[src/rtl/spi_target_pkg.sv]
// Shared types and constants for the spi_target SPI responder.
package spi_target_pkg;

  localparam int SPI_BYTE_W = 8;

  typedef enum logic {
    IDLE,
    ACTIVE
  } spi_target_state_t;

  localparam logic [SPI_BYTE_W-1:0] SPI_TARGET_IDLE_BYTE = 8'hFF;

endpackage

[src/rtl/spi_target_fifo.sv]
// Synchronous FIFO feeding the spi_target transmit shifter.
// Pointers carry an extra wrap bit so full and empty are distinguishable.
module spi_target_fifo #(
  parameter int WIDTH = 8,
  parameter int DEPTH = 4
) (
  input  logic             clk,
  input  logic             rst,
  input  logic             i_push_valid,
  output logic             o_push_ready,
  input  logic [WIDTH-1:0] i_push_data,
  input  logic             i_pop,
  output logic [WIDTH-1:0] o_head,
  output logic             o_empty
);

  localparam int AW = $clog2(DEPTH);
  localparam logic [AW:0] PTR_ONE = 1;

  logic [AW:0]      r_wr_ptr;
  logic [AW:0]      r_rd_ptr;
  logic [WIDTH-1:0] r_mem [DEPTH];
  logic             w_full;
  logic             w_push;
  logic             w_pop;

  assign w_full  = (r_wr_ptr[AW] != r_rd_ptr[AW]) &&
                   (r_wr_ptr[AW-1:0] == r_rd_ptr[AW-1:0]);
  assign o_empty = (r_wr_ptr == r_rd_ptr);
  assign w_push  = i_push_valid & ~w_full;
  assign w_pop   = i_pop & ~o_empty;

  assign o_push_ready = ~w_full;
  assign o_head       = r_mem[r_rd_ptr[AW-1:0]];

  always_ff @(posedge clk) begin
    if (rst) begin
      r_wr_ptr <= '0;
      r_rd_ptr <= '0;
    end else begin
      if (w_push) r_wr_ptr <= r_wr_ptr + PTR_ONE;
      if (w_pop)  r_rd_ptr <= r_rd_ptr + PTR_ONE;
    end
  end

  // NOTE: storage is deliberately not reset; the pointers alone decide which entries are valid.
  always_ff @(posedge clk) begin
    if (w_push) r_mem[r_wr_ptr[AW-1:0]] <= i_push_data;
  end

endmodule

[src/rtl/spi_target.sv]
// SPI mode-0 target, MSB first, oversampled in the clk domain.
// Define SPI_TARGET_UNDERRUN_CNT_EN to build the saturating underrun counter.
module spi_target
  import spi_target_pkg::*;
#(
  parameter int                    TX_DEPTH  = 4,
  parameter logic [SPI_BYTE_W-1:0] IDLE_BYTE = SPI_TARGET_IDLE_BYTE
) (
  input  logic                  clk,
  input  logic                  rst,
  input  logic                  spi_cs,
  input  logic                  spi_sclk,
  input  logic                  spi_mosi,
  output logic                  spi_miso,
  output logic                  spi_miso_oe,
  output logic [SPI_BYTE_W-1:0] rx_data,
  output logic                  rx_valid,
  input  logic                  rx_ready,
  output logic                  rx_overrun,
  input  logic                  ovr_clr,
  input  logic [SPI_BYTE_W-1:0] tx_data,
  input  logic                  tx_valid,
  output logic                  tx_ready,
  output logic [15:0]           underrun_cnt
);

  logic [2:0]            r_cs_sync;
  logic [2:0]            r_sclk_sync;
  logic [1:0]            r_mosi_sync;
  spi_target_state_t     r_state;
  spi_target_state_t     w_next_state;
  logic [2:0]            r_bit_cnt;
  logic [SPI_BYTE_W-1:0] r_tx_shift;
  logic [SPI_BYTE_W-2:0] r_rx_shift;
  logic                  r_miso_oe;
  logic [SPI_BYTE_W-1:0] r_rx_data;
  logic                  r_rx_valid;
  logic                  r_rx_overrun;

  logic                  w_cs_fall, w_cs_rise, w_sclk_rise, w_sclk_fall, w_mosi;
  logic                  w_active, w_load_tx, w_shift_tx, w_rx_shift, w_byte_done;
  logic                  w_fifo_empty, w_underrun;
  logic [SPI_BYTE_W-1:0] w_fifo_head, w_tx_byte, w_rx_byte;

  // Stage [1] is the synchronized level, stage [2] its previous value for edge detect.
  always_ff @(posedge clk) begin
    if (rst) begin
      r_cs_sync   <= 3'b111;
      r_sclk_sync <= 3'b000;
      r_mosi_sync <= 2'b00;
    end else begin
      r_cs_sync   <= {r_cs_sync[1:0], spi_cs};
      r_sclk_sync <= {r_sclk_sync[1:0], spi_sclk};
      r_mosi_sync <= {r_mosi_sync[0], spi_mosi};
    end
  end

  assign w_cs_fall   = ~r_cs_sync[1] &  r_cs_sync[2];
  assign w_cs_rise   =  r_cs_sync[1] & ~r_cs_sync[2];
  assign w_sclk_rise =  r_sclk_sync[1] & ~r_sclk_sync[2];
  assign w_sclk_fall = ~r_sclk_sync[1] &  r_sclk_sync[2];
  assign w_mosi      =  r_mosi_sync[1];

  always_ff @(posedge clk) begin
    if (rst) r_state <= IDLE;
    else     r_state <= w_next_state;
  end

  // NOTE: the default assignment first keeps this block free of inferred latches.
  always_comb begin
    w_next_state = r_state;
    case (r_state)
      IDLE:    if (w_cs_fall) w_next_state = ACTIVE;
      ACTIVE:  if (w_cs_rise) w_next_state = IDLE;
      default: w_next_state = IDLE;
    endcase
  end

  // A CS rise takes priority over any SCLK edge seen in the same cycle.
  assign w_active    = (r_state == ACTIVE) && !w_cs_rise;
  assign w_load_tx   = ((r_state == IDLE) && w_cs_fall) ||
                       (w_active && w_sclk_fall && (r_bit_cnt == 3'd0));
  assign w_shift_tx  = w_active && w_sclk_fall && (r_bit_cnt != 3'd0);
  assign w_rx_shift  = w_active && w_sclk_rise;
  assign w_byte_done = w_rx_shift && (r_bit_cnt == 3'd7);
  assign w_rx_byte   = {r_rx_shift, w_mosi};
  assign w_tx_byte   = w_fifo_empty ? IDLE_BYTE : w_fifo_head;
  assign w_underrun  = w_load_tx && w_fifo_empty;

  spi_target_fifo #(
    .WIDTH (SPI_BYTE_W),
    .DEPTH (TX_DEPTH)
  ) u_fifo (
    .clk          (clk),
    .rst          (rst),
    .i_push_valid (tx_valid),
    .o_push_ready (tx_ready),
    .i_push_data  (tx_data),
    .i_pop        (w_load_tx),
    .o_head       (w_fifo_head),
    .o_empty      (w_fifo_empty)
  );

  always_ff @(posedge clk) begin
    if (rst) begin
      r_tx_shift <= '0;
      r_rx_shift <= '0;
      r_bit_cnt  <= '0;
      r_miso_oe  <= 1'b0;
    end else begin
      if (w_load_tx) begin
        r_tx_shift <= w_tx_byte;
        r_miso_oe  <= 1'b1;
      end else if (w_shift_tx) begin
        r_tx_shift <= {r_tx_shift[SPI_BYTE_W-2:0], 1'b0};
      end else if ((r_state == ACTIVE) && w_cs_rise) begin
        r_miso_oe  <= 1'b0;
      end
      if (w_rx_shift) begin
        r_rx_shift <= w_rx_byte[SPI_BYTE_W-2:0];
        r_bit_cnt  <= r_bit_cnt + 3'd1;
      end else if (!w_active) begin
        r_bit_cnt  <= '0;
      end
    end
  end

  // A completed byte is accepted when the holding register is free or draining this cycle.
  always_ff @(posedge clk) begin
    if (rst) begin
      r_rx_data    <= '0;
      r_rx_valid   <= 1'b0;
      r_rx_overrun <= 1'b0;
    end else begin
      if (w_byte_done && (!r_rx_valid || rx_ready)) begin
        r_rx_data  <= w_rx_byte;
        r_rx_valid <= 1'b1;
      end else if (r_rx_valid && rx_ready) begin
        r_rx_valid <= 1'b0;
      end
      if (w_byte_done && r_rx_valid && !rx_ready) r_rx_overrun <= 1'b1;
      else if (ovr_clr)                           r_rx_overrun <= 1'b0;
    end
  end

  assign spi_miso    = r_miso_oe ? r_tx_shift[SPI_BYTE_W-1] : 1'b1;
  assign spi_miso_oe = r_miso_oe;
  assign rx_data     = r_rx_data;
  assign rx_valid    = r_rx_valid;
  assign rx_overrun  = r_rx_overrun;

`ifdef SPI_TARGET_UNDERRUN_CNT_EN
  logic [15:0] r_underrun_cnt;

  always_ff @(posedge clk) begin
    if (rst)                                          r_underrun_cnt <= '0;
    else if (w_underrun && (r_underrun_cnt != 16'hFFFF)) r_underrun_cnt <= r_underrun_cnt + 16'd1;
  end

  assign underrun_cnt = r_underrun_cnt;
`else
  logic w_unused_underrun;
  assign w_unused_underrun = w_underrun;
  assign underrun_cnt      = 16'h0000;
`endif

endmodule

[config.mk]
export PLATFORM = sky130hd
export DESIGN_NAME = spi_target
export DESIGN_NICKNAME = d
export VERILOG_FILES = /design/src/rtl/spi_target_pkg.sv /design/src/rtl/spi_target_fifo.sv /design/src/rtl/spi_target.sv
export SDC_FILE = /design/constraint.sdc
export NUM_CORES = 1
export LEC_CHECK = 0
export ABC_AREA = 1
export ABC_CLOCK_PERIOD_IN_PS = 2550
export BUFFER_PORTS_ARGS = -buffer_cell sky130_fd_sc_hd__buf_2
export CAP_MARGIN = 25
export CORE_UTILIZATION = 50
export CTS_CLUSTER_DIAMETER = 120
export DETAILED_ROUTE_END_ITERATION = 10
export HOLD_SLACK_MARGIN = 0.05
export PLACE_DENSITY = 0.74
export SYNTH_ARGS = -nofsm -noshare
export SYNTH_HDL_FRONTEND = slang
export SYNTH_SLANG_ARGS = --single-unit
[constraint.sdc]
create_clock -name clk -period 2.55 [get_ports clk]
set_clock_uncertainty 0.15 [all_clocks]
set_input_delay 0.1275 -clock clk [delete_from_list [all_inputs] [get_ports clk]]
set_output_delay 0.1275 -clock clk [all_outputs]
set_load 0.01 [all_outputs]
==> metrics.md <==
| Metric | Value |
|---|---|
| Vias in the first global route | 2298 |
| Dpl ws | 0.510 ns |
| Sequential fraction of the synthesis area | 55.7% |
| Placement-stage cell area | 3500 um^2 |
| Failing checks | DRC |
| Std cell rows | 29 |
| Slew of the pin with the lowest slew margin | 0.690 ns |
| Post-synthesis average cell area | 8.61 um^2 |
| Worst path most repeated cell | nand2_1 |
| Crit path launch type | flip-flop |
| Number of warnings printed during yosys synthesis | 0 |
| Fin nets | 464 |
| Starting utilization of the core area | 52.6% |
| Clock network latency to the later pin of the worst-skew pair | 0.35 ns |
| ANT nets after route | 0 |
| Pin count of the biggest net entering global routing | 29 |
| Critical Path AT | 1.92 ns |
| Number of flops mapped to enable cells by yosys | 32 |
| # Post-CTS Setup Buffers | 0 |
| Post-synth top area cell | edfxtp_1 |
| Most frequent cell after synthesis | nand2_1 |
| Wirelength per Cell | 12.6 um |
| Final TNS setup | 0 ns |
| Post-synth ARST share | 0% |
| Total wire length | 6600 um |
| Antenna violations before repair | 0 |
| Highest clock frequency the design can meet | 481 MHz |
| Via density per instance | 4.85 |
| Number of instances resized during post-cts repair | 0 |
| Sequence of cells on the critical path | inv_1 > nand2_1 > nand2_1 > nand3_1 > nand2_1 > nor2_1 |
| Fill cells | 534 |
| Static leakage power | 1.77 nW |
| I/O Buffers | 28 |
| RSZ-0062 raised after global routing | no |
| Clock input transition at the sequential cells of the worst setup and hold paths | 0.08 ns |
| Drt drc | 12 |
| Ratio of final minimum period to clock period | 81.6% |
| Residual overflow from global routing | 0 |
| CTS Root Cell | clkbuf_8 |
| Critical path depth | 6 |
| Dominant register cell in the synthesized netlist | dfxtp_1 |
| Clock tree from TritonCTS | built |
| Leading cell types by count after synthesis | nand2_1, nor2_1, inv_1 |
| Required @ worst endpoint | 2.39 ns |
| Via count | 2533 |
| Min-delay worst type | reg -> reg |
| Post-detailed-placement half-perimeter wirelength | 4310 um |
| Cells after Synth | 392 |
| First-pass DRT Iterations | 8 |
| Die Height | 84.2 um |
| Setup Viol. Count Final | 0 |
| Final Hold Viols | 0 |
| Slowest stage cell, crit path | nor2_1 |
| Number of pins with negative max-slew slack in the final report | 0 |
| I/O pin count | 45 |
| Cell family with the largest share of critical-path delay | simple AND/OR/NAND/NOR gates |
| Number of H-tree levels | 3 |
| DIE WIDTH | 84.2 um |
| Worst slew margin relative to its limit | 54.0% |
| Buf+Inv Stages, Crit Path | 1 |
| Hold-critical path depth | 2 |
| Combined area of all synthesized cells | 3380 um^2 |
| Worst-case clock buffer depth | 2 |
| Clock buffer count from CTS | 9 |
| Maximum net fanout on the critical path | 8 |
| Fraction of final layout cells with drive strength greater than 1 | 12.4% |
| Worst Path Class, Setup | reg -> reg |
| Worst reg-to-reg path cell count | 6 |
| Global-route usage over all layers | 20.0% |
| Sinks on Clock Net | 78 |
| Layout Area Growth over Synthesis | 15.5% |
| Initial DRC count | 134 |
| Biggest area contributors in the synthesized netlist | edfxtp_1, dfxtp_1, nand2_1 |
| Final Wtd Congestion | 0.807 |
| Number of max-cap violations | 0 |
| Top-area cell type share of the netlist area | 28.5% |
| Synth Register Bits | 78 |
| Summed area of non-filler cells in the final layout | 3900 um^2 |
| Global-route wire length before repair | 10900 um |
| Area of the core region | 6420 um^2 |
| Inserted Diodes | 0 |
| Power density normalized to cell area | 641 nW/um^2 |
| Critical path endpoint category | flip-flop |
| Worst voltage drop across the vdd grid | 0.421 mV |
| Result of the run | complete, but fails checks |
| Delay of the slowest cell on the worst path | 0.55 ns |
| DIE AREA | 7080 um^2 |
| Final Worst Setup Slack | 0.469 ns |
| Post-layout min period | 2.08 ns |
| Unique masters post-synth | 27 |
==> flip-flops by register name, summed over array words and instances, names as in the netlist, named ones only <==
| name | count |
|---|---|
| u_fifo.r_mem | 32 |
| r_tx_shift | 8 |
| rx_data | 8 |
| r_rx_shift | 7 |
| r_bit_cnt | 3 |
| r_cs_sync | 3 |
| r_sclk_sync | 3 |
| u_fifo.r_rd_ptr | 3 |
| u_fifo.r_wr_ptr | 3 |
| r_mosi_sync | 2 |
| r_state | 1 |
| rx_overrun | 1 |
| rx_valid | 1 |
| spi_miso_oe | 1 |
==> metrics by stage <==
step	power, mW	util [%]	instances	hold slack [ns]
after floorplan	1.56	-	407	0.0764
after global placement	1.59	54.5	486	0.167
after detailed placement	1.60	54.5	486	0.168
after CTS	2.51	60.7	522	0.262
after global routing	2.60	60.7	522	0.282
final	2.50	60.7	522	0.261
==> power by group <==
| group | internal (mW) | total [mW] | switching, mW |
|---|---|---|---|
| clock | 0.468 | 0.908 | 0.440 |
| sequential | 1.35 | 1.37 | 0.0246 |
| combinational | 0.0796 | 0.222 | 0.143 |
| total | 1.89 | 2.50 | 0.607 |
==> what timing repair did <==
item,in CTS,in global routing
setup endpoints to repair,0,0
endpoints found under the hold margin,47,0
hold buffers,20,0
==> logic make-up after synthesis <==
family	count (synthesis)	share of synthesized area, %
other cells	1	0.111
compound gates	38	6.00
simple gates	187	23.6
fa+ha+maj	8	2.97
buf+inv	78	11.0
flops	78	55.7
xor+xnor	2	0.519
==> routing by layer <==
layer | routed length, um | global-route usage, % | vias to the layer above | part of all wire, %
li1 | - | - | 1308 | -
met1 | 3100 | 26.4 | 1131 | 47
met2 | 2990 | 30.8 | 82 | 45
met3 | 347 | 4.72 | 12 | 5.3
met4 | 159 | 10.7 | 0 | 2.4
met5 | 0 | 0 | - | 0
==> final timing paths <==
check | startpoint | endpoint | slack [ns]
worst max-delay path | u_fifo.r_wr_ptr[0] | u_fifo.r_mem[0][2] | 0.47
worst min-delay path | r_sclk_sync[0] | r_sclk_sync[1] | 0.26
worst max register to register | u_fifo.r_wr_ptr[0] | u_fifo.r_mem[0][2] | 0.47
worst min register to register | r_sclk_sync[0] | r_sclk_sync[1] | 0.26
==> worst register-to-register path: cells and delay by family (launching register included) <==
| kind | cells | cell delay (ns) |
|---|---|---|
| buf+inv | 1 | 0.12 |
| flops | 1 | 0.42 |
| simple gates | 5 | 1.02 |
==> cell type report <==
type / count / area (um^2) / area share, %
clock buffer: 14 / 184 / 4.72
timing repair buffer: 50 / 355 / 9.11
sequential: 78 / 1880 / 48.3
inverter: 50 / 189 / 4.85
multi-input combinational: 251 / 1180 / 30.2
tap: 77 / 96.3 / 2.47
clock inverter: 2 / 13.8 / 0.353
==> cells in the final DEF (no fill, tap or decap) <==
master         count
clkinv_2           1
dfxtp_1           46
inv_1             48
nand3_1           39
ha_1               8
buf_4              2
nand2_4            1
nand2_1           86
xor2_1             2
nand2_2            3
nor2_1            52
inv_4              1
edfxtp_1          32
nor2_4             1
o21ai_0           27
buf_2             28
conb_1            16
nand3_4            1
or2_2              2
clkbuf_16          1
clkinv_1           1
clkbuf_8          11
nand3b_1           1
a21oi_1            9
dlygate4sd3_1     20
clkinvlp_4         1
a21oi_4            1
clkbuf_1           2
a31oi_1            1
nor2_2             1
No activity file was read; power rests on OpenSTA's default activity.
